**src/rtl/noc_arb_pkg.sv**
```systemverilog
// Shared constants for the NoC round-robin arbiter: flit type codes and
// default sizing.
package noc_arb_pkg;

    localparam int NPORTS_DEF = 5;
    localparam int LEN_W_DEF  = 12;
    localparam int FID_W_DEF  = 3;

    localparam logic [FID_W_DEF-1:0] FLIT_HEADER = 3'b001;

endpackage : noc_arb_pkg

```
**src/rtl/noc_rr_arbiter_if.sv**
```systemverilog
// Request/grant bundle between the NoC input ports (master) and the
// round-robin arbiter (slave).
interface noc_rr_arbiter_if
    import noc_arb_pkg::*;
#(
    parameter int NPORTS = NPORTS_DEF,
    parameter int LEN_W  = LEN_W_DEF,
    parameter int FID_W  = FID_W_DEF,
    localparam int IDX_W = $clog2(NPORTS)
);

    logic [NPORTS-1:0]       req;
    logic [NPORTS*FID_W-1:0] flit_id;
    logic [NPORTS*LEN_W-1:0] length;
    logic [NPORTS-1:0]       grant;
    logic [IDX_W-1:0]        grant_idx;
    logic                    timeout;

    modport master (
        output req, flit_id, length,
        input  grant, grant_idx, timeout
    );

    modport slave (
        input  req, flit_id, length,
        output grant, grant_idx, timeout
    );

endinterface : noc_rr_arbiter_if

```
**src/rtl/noc_rr_arbiter_rr_pick.sv**
```systemverilog
// Rotating priority search: the first requester after i_start (wrapping),
// with i_start itself examined last.
module rr_pick #(
    parameter int NPORTS = 5,
    localparam int IDX_W = $clog2(NPORTS)
) (
    input  logic [NPORTS-1:0] i_req,
    input  logic [IDX_W-1:0]  i_start,
    output logic              o_found,
    output logic [IDX_W-1:0]  o_idx
);

    int               w_c;
    logic [IDX_W-1:0] w_cand;

    // Walk from the farthest offset to the nearest so the nearest requester
    // is the last assignment and therefore wins.
    always_comb begin
        o_found = 1'b0;
        o_idx   = '0;
        w_c     = 0;
        w_cand  = '0;
        for (int k = NPORTS; k >= 1; k--) begin
            w_c = int'(i_start) + k;
            if (w_c >= NPORTS) begin
                w_c = w_c - NPORTS;
            end
            w_cand = IDX_W'(w_c);
            if (i_req[w_cand]) begin
                o_found = 1'b1;
                o_idx   = w_cand;
            end
        end
    end

endmodule : rr_pick

```
**src/rtl/noc_rr_arbiter.sv**
```systemverilog
// Round-robin NoC output arbiter with per-port packet-length hold limits and
// a single shared hold counter; grant is registered (1-cycle latency).
module noc_rr_arbiter
    import noc_arb_pkg::*;
#(
    parameter int NPORTS = NPORTS_DEF,
    parameter int LEN_W  = LEN_W_DEF,
    parameter int FID_W  = FID_W_DEF,
    localparam int IDX_W = $clog2(NPORTS)
) (
    input  logic             clk,
    input  logic             rst,
    noc_rr_arbiter_if.slave  bus
);

    logic [NPORTS-1:0] r_grant;
    logic [IDX_W-1:0]  r_grant_idx;
    logic [IDX_W-1:0]  r_last;
    logic [LEN_W-1:0]  r_hold_cnt;
    logic              r_timeout;

    logic [LEN_W-1:0]  w_limit [NPORTS];
    logic              w_holder;
    logic [LEN_W-1:0]  w_lim;
    logic [LEN_W-1:0]  w_eff;
    logic              w_keep;
    logic              w_expire;
    logic [IDX_W-1:0]  w_ptr;
    logic              w_found;
    logic [IDX_W-1:0]  w_pick;

    // Limits are captured from header flits on every port, granted or not.
    genvar gi;
    generate
        for (gi = 0; gi < NPORTS; gi++) begin : g_limit
            logic [LEN_W-1:0] r_lim;
            logic             w_hdr;

            assign w_hdr = (bus.flit_id[gi*FID_W +: FID_W] == FID_W'(FLIT_HEADER));

            always_ff @(posedge clk) begin
                if (rst) begin
                    r_lim <= '0;
                end else if (w_hdr) begin
                    r_lim <= bus.length[gi*LEN_W +: LEN_W];
                end
            end

            assign w_limit[gi] = r_lim;
        end
    endgenerate

    assign w_holder = |r_grant;
    assign w_lim    = w_limit[r_grant_idx];
    assign w_eff    = (w_lim == '0) ? LEN_W'(1) : w_lim;
    assign w_keep   = w_holder && bus.req[r_grant_idx] &&
                      (r_hold_cnt < (w_eff - LEN_W'(1)));
    // Still requesting but out of budget: the revocation is a timeout.
    assign w_expire = w_holder && bus.req[r_grant_idx] && !w_keep;
    assign w_ptr    = w_holder ? r_grant_idx : r_last;

    rr_pick #(
        .NPORTS (NPORTS)
    ) u_pick (
        .i_req   (bus.req),
        .i_start (w_ptr),
        .o_found (w_found),
        .o_idx   (w_pick)
    );

    always_ff @(posedge clk) begin
        if (rst) begin
            r_grant     <= '0;
            r_grant_idx <= '0;
            r_hold_cnt  <= '0;
            r_last      <= IDX_W'(NPORTS - 1);
            r_timeout   <= 1'b0;
        end else begin
            r_timeout <= w_expire;
            if (w_keep) begin
                r_hold_cnt <= r_hold_cnt + LEN_W'(1);
            end else if (w_found) begin
                r_grant     <= NPORTS'(1) << w_pick;
                r_grant_idx <= w_pick;
                r_last      <= w_pick;
                r_hold_cnt  <= '0;
            end else begin
                r_grant     <= '0;
                r_grant_idx <= '0;
                r_hold_cnt  <= '0;
            end
        end
    end

    assign bus.grant     = r_grant;
    assign bus.grant_idx = r_grant_idx;
    assign bus.timeout   = r_timeout;

endmodule : noc_rr_arbiter

```
**src/flat_wrapper.sv**
```systemverilog
// flat-port wrapper written by rule: the top's interface ports become plain ports
module noc_rr_arbiter_flat import noc_arb_pkg::*;
#(
    parameter int NPORTS = NPORTS_DEF,
    parameter int LEN_W  = LEN_W_DEF,
    parameter int FID_W  = FID_W_DEF,
    localparam int IDX_W = $clog2(NPORTS)
)
  (clk, rst, bus_req, bus_flit_id, bus_length, bus_grant, bus_grant_idx, bus_timeout);
  noc_rr_arbiter_if #(.NPORTS(NPORTS), .LEN_W(LEN_W), .FID_W(FID_W)) bus_i ();
  input  logic clk;
  input  logic rst;
  input wire logic [$bits(bus_i.req)-1:0] bus_req;
  input wire logic [$bits(bus_i.flit_id)-1:0] bus_flit_id;
  input wire logic [$bits(bus_i.length)-1:0] bus_length;
  output wire logic [$bits(bus_i.grant)-1:0] bus_grant;
  output wire logic [$bits(bus_i.grant_idx)-1:0] bus_grant_idx;
  output wire logic [$bits(bus_i.timeout)-1:0] bus_timeout;
  assign bus_i.req = bus_req;
  assign bus_i.flit_id = bus_flit_id;
  assign bus_i.length = bus_length;
  assign bus_grant = bus_i.grant;
  assign bus_grant_idx = bus_i.grant_idx;
  assign bus_timeout = bus_i.timeout;
  noc_rr_arbiter #(.NPORTS(NPORTS), .LEN_W(LEN_W), .FID_W(FID_W)) u_core (.clk(clk), .rst(rst), .bus(bus_i));
endmodule
```
**config.mk**
```make
export PLATFORM = sky130hd
export DESIGN_NAME = noc_rr_arbiter_flat
export DESIGN_NICKNAME = d
export VERILOG_FILES = /design/src/rtl/noc_arb_pkg.sv /design/src/rtl/noc_rr_arbiter_if.sv /design/src/rtl/noc_rr_arbiter_rr_pick.sv /design/src/rtl/noc_rr_arbiter.sv /design/src/flat_wrapper.sv
export SDC_FILE = /design/constraint.sdc
export NUM_CORES = 1
export LEC_CHECK = 0
export CORE_ASPECT_RATIO = 0.75
export CORE_MARGIN = 2
export CORE_UTILIZATION = 40
export CTS_CLUSTER_DIAMETER = 50
export DETAILED_ROUTE_END_ITERATION = 16
export PLACE_DENSITY = 0.63
export SYNTH_ARGS = -nofsm -noshare
export SYNTH_HDL_FRONTEND = slang
export SYNTH_HIERARCHICAL = 1
export SYNTH_SLANG_ARGS = --single-unit
```
**constraint.sdc**
```tcl
create_clock -name clk -period 5.8 [get_ports clk]
set_input_delay 1.16 -clock clk [delete_from_list [all_inputs] [get_ports clk]]
set_output_delay 1.16 -clock clk [all_outputs]
set_load 0.01 [all_outputs]
```
==> metrics, run 1 <==
Synth Cell Area 5420 µm²; diode count 0; setup TNS 0 ps; clock root buffer clkbuf_16; Static Leakage 2.54 nW; Sw Pwr 1.50 mW; row count 36; FF+latch count, synth 84; outcome completed; vias in the first global route 4740; port buffer count 90; first drt pass iteration count 6; Async SR Flop Fraction 0%; post-DP HPWL 11.2 mm; fin crit period 5200 ps; NumNets Final 805; commonest non-fill, non-tap cell in the layout nor2_1; TritonCTS clock tree yes; total track usage 20.4%; Seq pwr share 20.2%; Die X 138 µm; clk buf depth 2; cts hold-fix bufs 0; sequential share of the synthesized area 31.0%; Yosys warnings 6; Num Clock Sinks 84; RSZ-0062 raised after global routing no; syn_area_per_cell 8.64 µm²; initial antenna violation count 0; DR WL/cell 16.8 µm; EDFF count, synth 0; initial detailed-routing violation count 406; total core area 13100 µm²; CTS Buf Count 9; CP Launch Type flop; I/O pin cnt 91; filler instances 1180; Starting Density 41.3%; largest cells by area after synthesis dfxtp_1, mux2i_1, nor2_1, ha_1, a21oi_1; grt total ovfl 0; post-CTS sizing 0; Via density 5.53; DR vias 4848; Worst Skew 13.8 ps; Comb power frac 62.6%; Int Power 1.81 mW; fin crit share 89.6%; Max Cap Viol 0; worst-path maximum fanout 22; Final Setup Violations 0; largest net degree at the start of global routing 70; cell taking the most area after synthesis dfxtp_1; die area 14500 µm²; fmax 192 MHz; endpoint class of the critical path flop; Post-Synthesis Net Count 732; setup bufs post-CTS 0; arrival time worst endpoint 5420 ps; final WL 14.7 mm; final slew viol count 0; Final Util 51.2%; Worst Setup Path Type reg -> reg; area share of the largest cell type after synthesis 31.0%; Post-Synthesis Cells 627; H-tree levels 3; routability cong. 0.927; most frequent cells in the layout nor2_1, clkdlybuf4s50_1, dfxtp_1, mux2i_1, nand2_1; Synth-to-Final Area Change 23.9%; first-pass GRT wire length 24.0 mm; final antenna-violating net count 0; Sw Ratio 45.3%; Residual DRC 0; power share of the clock group 17.3%; fraction of layout cells with a size suffix above 1 8.23%; Die Y 105 µm; HP Class reg -> reg; pwr dens 492 nW/µm²; worst path required time 6030 ps; VDD IR-drop max 0.197 mV; Hold Vio Cnt, Final 0; Cell variety after synth 79; clk_lat worst skew 350 ps; Slew @ Worst Pin 841 ps; Slew HR 43.9%; Synth Flop Type dfxtp_1; clk slew on worst S/H paths 60 ps
## routing by layer
metal,track usage (%),routed length [µm],vias up
met2,29.4,6030,196
met4,4.96,133,0
met1,30.7,7500,2248
met5,0,0,-
li1,-,-,2391
met3,4.45,1010,13
## layout make-up
| type | count | area [µm²] | area share (%) |
|---|---|---|---|
| Clock buffer | 9 | 225 | 3.35 |
| Clock inverter | 7 | 73.8 | 1.10 |
| Multi-Input combinational cell | 486 | 3470 | 51.6 |
| Tap cell | 171 | 214 | 3.19 |
| Sequential cell | 84 | 1680 | 25.0 |
| Inverter | 16 | 60.1 | 0.895 |
| Timing Repair Buffer | 103 | 993 | 14.8 |
## cells by family (layout without fill, tap and decap cells)
family	count (synthesis)	after routing	synth area share, %
AOI/OAI and AO/OA	121	121	16.0
xor gates and xnor gates	26	26	4.20
adders and majority gates	23	23	5.45
buffers and inverters	57	135	5.47
DFF	84	84	31.0
muxes	93	93	17.9
and+or+nand+nor	223	223	19.9
## registers in the layout, indices dropped and copies added (netlist names)
register              count
u_core/bus.grant_idx      3
u_core/r_last             3
u_core/bus.timeout        1
u_core/bus.grant          5
u_core/r_hold_cnt        12
u_core/g_limit.r_lim     60
## metrics by stage
stage / power [mW] / setup slack [ps] / cells / cell area (µm²) / hold slack [ps]
6_report: 3.30 / 603 / 876 / 6710 / 494
4_1_cts: 3.27 / 601 / 876 / 6710 / 496
2_1_floorplan: 2.30 / 937 / 627 / 5420 / 438
3_3_place_gp: 2.63 / 796 / 860 / 6410 / 466
5_1_grt: 3.55 / 147 / 876 / 6710 / 521
3_5_place_dp: 2.69 / 612 / 860 / 6410 / 481
## cell usage after synthesis (6+ instances only)
library cell and n:
a21o_1 6, a21oi_1 27, a31oi_1 6, a32o_1 7
buf_2 11, clkbuf_1 18, dfxtp_1 84, ha_1 22
inv_1 15, mux2i_1 83, nand2_1 30, nand2b_1 20
nand3_1 12, nor2_1 105, nor2b_1 9, nor3_1 7
nor3b_1 8, o21ai_0 16, o22ai_1 7, xnor2_1 15
xor2_1 11
## power by group through the flow
stage / clock, mW / sequential (mW) / combinational (mW)
after floorplan: 0 / 0.656 / 1.64
after global placement: 0 / 0.677 / 1.95
after detailed placement: 0 / 0.678 / 2.01
after CTS: 0.585 / 0.665 / 2.02
after global routing: 0.608 / 0.673 / 2.27
final: 0.570 / 0.665 / 2.07
## final timing paths
kind                      startpoint                   to  slack (ps)  cells after the start
min              u_core/bus.grant[3]  u_core/bus.grant[3]         490                      1
max          u_core/bus.grant_idx[0]     u_core/r_last[1]         600                     17
max reg2reg  u_core/bus.grant_idx[0]     u_core/r_last[1]         600                     17
min reg2reg      u_core/bus.grant[3]  u_core/bus.grant[3]         490                      1
## critical path, cell delays in order (launching register included)
cell and delay [ps]:
dfxtp_1 870, mux2_2 420, a221oi_1 490, nand2_1 100, or3_1 490, o21ba_2 270, ha_1 210, inv_1 110
nor2_1 60, xor2_1 160, ha_1 270, nand2_1 90, nor2_1 50, a211oi_1 200, o21ai_0 220, or3_1 430
and3_2 320, mux2_4 320
Power figures use the tool's default switching activity.
==> run 2: changes to the inputs <==
- CTS_CLUSTER_DIAMETER: 50 -> 120
- SETUP_SLACK_MARGIN: default -> 0.15
==> metrics, run 2 (same netlist as run 1, synthesis figures left out) <==
Die X 138 µm; cell family with the largest share of critical-path delay compound AO/OA/AOI/OAI gates; Slew @ Worst Pin 723 ps; Worst path slowest cell dfxtp_1; final antenna-violating net count 0; Via density 5.52; Worst Skew 13.6 ps; final WL 14.7 mm; initial detailed-routing violation count 406; I/O pin cnt 91; Die Y 105 µm; setup TNS 0 ps; Post-DP Area 6410 µm²; DR vias 4832; Pwr Total 3.30 mW; Synth-to-Final Area Change 23.9%; cts hold-fix bufs 0; worst-path cell chain nand2b_1, a21oi_1, o41ai_1, o221ai_1, or3_1, o21ba_2, ha_1, inv_1, nor2_1, xor2_1, ha_1, a21o_1, a21oi_1, o21ai_0, or3_1, and3_2, mux2_4; first drt pass iteration count 5; fmax 198 MHz; largest net degree at the start of global routing 70; VDD IR-drop max 0.197 mV; clock root buffer clkbuf_16; M1 WL 7.47 mm; most flop-heavy register u_core/g_limit.r_lim; Static Leakage 2.54 nW; Routed met2 length 6.05 mm; TritonCTS clock tree yes; vias in the first global route 4740; max FFs per register 60; Hold Vio Cnt, Final 0; arrival time worst endpoint 5270 ps; fraction of layout cells with a size suffix above 1 8.37%; post-DP HPWL 11.2 mm; HP Class reg -> reg; Num Clock Sinks 84; Final Util 51.2%; routability cong. 0.927; NumNets Final 805; H-tree levels 3; fin crit share 87.0%; clk_lat worst skew 350 ps; RSZ-0062 raised after global routing no; first-pass GRT wire length 24.0 mm; Starting Density 41.3%; Max Cap Viol 0; final slew viol count 0; CP peak stage delay 700 ps; WP buf/inv 1; Worst Setup Path Type reg -> reg; worst path required time 6030 ps; clk buf depth 2; filler instances 1179; endpoint class of the critical path flop; row count 36; Final Setup Violations 0; Residual DRC 0; total core area 13100 µm²; CP Launch Type flop; die area 14500 µm²; DR WL/cell 16.8 µm; outcome completed; port buffer count 90; Slew HR 51.8%; diode count 0; initial antenna violation count 0; total track usage 20.4%; CTS Buf Count 9; routed wl met3 1.00 mm; Finished Cell Area 6720 µm²; commonest non-fill, non-tap cell in the layout nor2_1; Top Metal Used met4; clk slew on worst S/H paths 60 ps; fin crit period 5050 ps; grt total ovfl 0; most frequent cells in the layout nor2_1, clkdlybuf4s50_1, mux2i_1, dfxtp_1, nand2_1; pwr dens 492 nW/µm²; worst-path maximum fanout 17
==> run 2: area by class of cell <==
type                       instances  area [µm²]  area share, %
multi-input combinational        486        3470           51.6
sequential                        84        1680           25.1
timing repair buffer             103         993           14.8
clock buffer                       9         225           3.35
tap                              171         214           3.19
clock inverter                     7        73.8           1.10
inverter                          16        60.1          0.894
==> run 2: power breakdown <==
group	internal (mW)	total [mW]	leakage (nW)	switching, mW
Clock	0.305	0.571	0.148	0.266
Combinational	0.880	2.07	1.71	1.19
Sequential	0.621	0.666	0.683	0.0449
Total	1.81	3.30	2.54	1.50
==> run 2: routing by layer <==
| metal | vias to the layer above | global-route usage [%] |
|---|---|---|
| met5 | - | 0 |
| met4 | 0 | 4.96 |
| met3 | 14 | 4.45 |
| met2 | 193 | 29.4 |
| met1 | 2234 | 30.7 |
| li1 | 2391 | - |
==> run 2: per-stage QoR <==
step | setup slack (ps) | instances | hold WS (ps)
floorplan | 937 | 627 | 438
global placement | 796 | 860 | 466
detailed placement | 612 | 860 | 481
CTS | 601 | 876 | 496
global route | 432 | 876 | 521
finish | 753 | 876 | 494
==> run 2: path summary, 6_finish.rpt <==
kind / from / to / slack, ps / depth (start not counted)
worst min-delay path: u_core/bus.grant[3] / u_core/bus.grant[3] / 490 / 1
worst max-delay path: u_core/bus.grant_idx[2] / u_core/r_last[1] / 750 / 17
worst min register to register: u_core/bus.grant[3] / u_core/bus.grant[3] / 490 / 1
worst max register to register: u_core/bus.grant_idx[2] / u_core/r_last[1] / 750 / 17
==> run 2: worst register-to-register path, cell delays in order, from the launching register on <==
cell      delay (ps)
dfxtp_1          700
nand2b_1         200
a21oi_1           90
o41ai_1          450
o221ai_1         270
or3_1            510
o21ba_2          270
ha_1             210
inv_1            110
nor2_1            60
xor2_1           170
ha_1             310
a21o_1           170
a21oi_1          130
o21ai_0          220
or3_1            420
and3_2           320
mux2_4           330
==> run 2: repair_timing <==
item	in CTS	in global routing
setup buffers	0	0
resized for setup	0	1
endpoints found under the setup margin	0	1
==> run 3: changes to the inputs <==
- GPL_ROUTABILITY_DRIVEN: default -> 0
==> metrics, run 3 (same netlist as run 1, synthesis figures left out) <==
Comb power frac 62.1%; TritonCTS clock tree yes; Worst Setup Path Type reg -> reg; post-DP HPWL 11.1 mm; VDD IR-drop max 0.268 mV; power share of the clock group 17.6%; Placement Setup Slack 640 ps; Die Y 105 µm; Sw Pwr 1.47 mW; Final Setup Violations 0; HP Class reg -> reg; DR vias 4793; Slew HR 40.6%; Static Leakage 2.53 nW; clock root buffer clkbuf_16; first drt pass iteration count 5; die area 14500 µm²; filler instances 1207; H-tree levels 3; met3 Use GR 4.63%; post-CTS sizing 0; final WL 14.6 mm; Worst Skew 11.7 ps; port buffer count 90; arrival time worst endpoint 5430 ps; clk buf depth 2; commonest non-fill, non-tap cell in the layout nor2_1; Slew @ Worst Pin 890 ps; Sw Ratio 45.0%; Via density 5.47; Pwr Total 3.28 mW; endpoint class of the critical path flop; Starting Density 41.3%; post-route setup slack 602 ps; fin crit share 89.6%; Max Cap Viol 0; clk slew on worst S/H paths 70 ps; Residual DRC 0; Int Power 1.80 mW; setup TNS 0 ps; fraction of layout cells with a size suffix above 1 8.23%; Synth-to-Final Area Change 23.9%; Die X 138 µm; DR WL/cell 16.6 µm; most frequent cells in the layout nor2_1, clkdlybuf4s50_1, dfxtp_1, mux2i_1, nand2_1; CP Launch Type flop; final slew viol count 0; met1 Use GR 30.5%; cts hold-fix bufs 0; met2 Use GR 29.1%; Num Clock Sinks 84; max FFs per register 60; CTS Buf Count 9; I/O pin cnt 91; most flop-heavy register u_core/g_limit.r_lim; row count 36; RSZ-0062 raised after global routing no; global route hottest layer met1; fmax 192 MHz; total core area 13100 µm²; outcome completed; Hold Vio Cnt, Final 0; worst path required time 6040 ps; initial antenna violation count 0; Seq pwr share 20.3%; pwr dens 488 nW/µm²; largest net degree at the start of global routing 70; total track usage 20.3%; worst-path maximum fanout 22; setup bufs post-CTS 0; vias in the first global route 4592; first-pass GRT wire length 23.8 mm; fin crit period 5200 ps; initial detailed-routing violation count 255; final antenna-violating net count 0; clk_lat worst skew 350 ps; Hold WS 485 ps; grt total ovfl 0; NumNets Final 805; diode count 0
-- run 3: changes by cell type in the layout (fill, tap and decap cells not counted) --
cell	delta
dfxtp_2	-1
inv_8	+1
dfxtp_1	+1
inv_6	-1
clkinv_4	-1
clkinvlp_4	+1
-- run 3: power groups by stage --
stage / Combinational [mW] / Clock, mW / Sequential (mW)
finish: 2.04 / 0.576 / 0.666
global route: 2.24 / 0.610 / 0.672
CTS: 2.01 / 0.586 / 0.665
global placement: 1.95 / 0 / 0.677
floorplan: 1.64 / 0 / 0.656
detailed placement: 2.00 / 0 / 0.678
-- run 3: routing by layer --
layer  wire (µm)  vias to the layer above  part of all wire [%]
met1        7500                     2233                    51
met2        6070                      151                    42
met5           0                        -                     0
li1            -                     2397                     -
met3         895                       12                   6.1
met4         114                        0                  0.78
-- run 3: worst paths after layout --
path                           startpoint              endpoint  slack (ps)  cells after the start
setup / recovery  u_core/bus.grant_idx[0]      u_core/r_last[1]         600                     17
hold / removal       u_core/r_hold_cnt[0]  u_core/r_hold_cnt[0]         480                      1
setup reg to reg  u_core/bus.grant_idx[0]      u_core/r_last[1]         600                     17
hold reg to reg      u_core/r_hold_cnt[0]  u_core/r_hold_cnt[0]         480                      1
-- run 3: through the flow --
stage | cells | util, % | instance area [µm²]
floorplan | 627 | - | 5420
global placement | 860 | 48.9 | 6410
detailed placement | 860 | 48.9 | 6410
CTS | 876 | 51.2 | 6720
global route | 876 | 51.2 | 6720
finish | 876 | 51.2 | 6720
-- run 3: cell type report --
class                           count  area, µm²  area share [%]
Multi-Input combinational cell    486       3470            51.6
Sequential cell                    84       1680            25.0
Timing Repair Buffer              103        993            14.8
Clock buffer                        9        225            3.35
Tap cell                          171        214            3.19
Clock inverter                      7       75.1            1.12
Inverter                           16       60.1           0.894
-- run 3: critical path, cell delays in order (launching register included) --
cell,delay (ps)
dfxtp_1,900
mux2_1,400
a221oi_1,410
nand3_1,220
or3_1,470
o21ba_2,270
ha_1,210
inv_1,110
nor2_1,60
xor2_1,160
ha_1,270
nand2_1,90
nor2_1,50
a211oi_1,200
o21ai_0,220
or3_1,410
and3_2,320
mux2_4,320
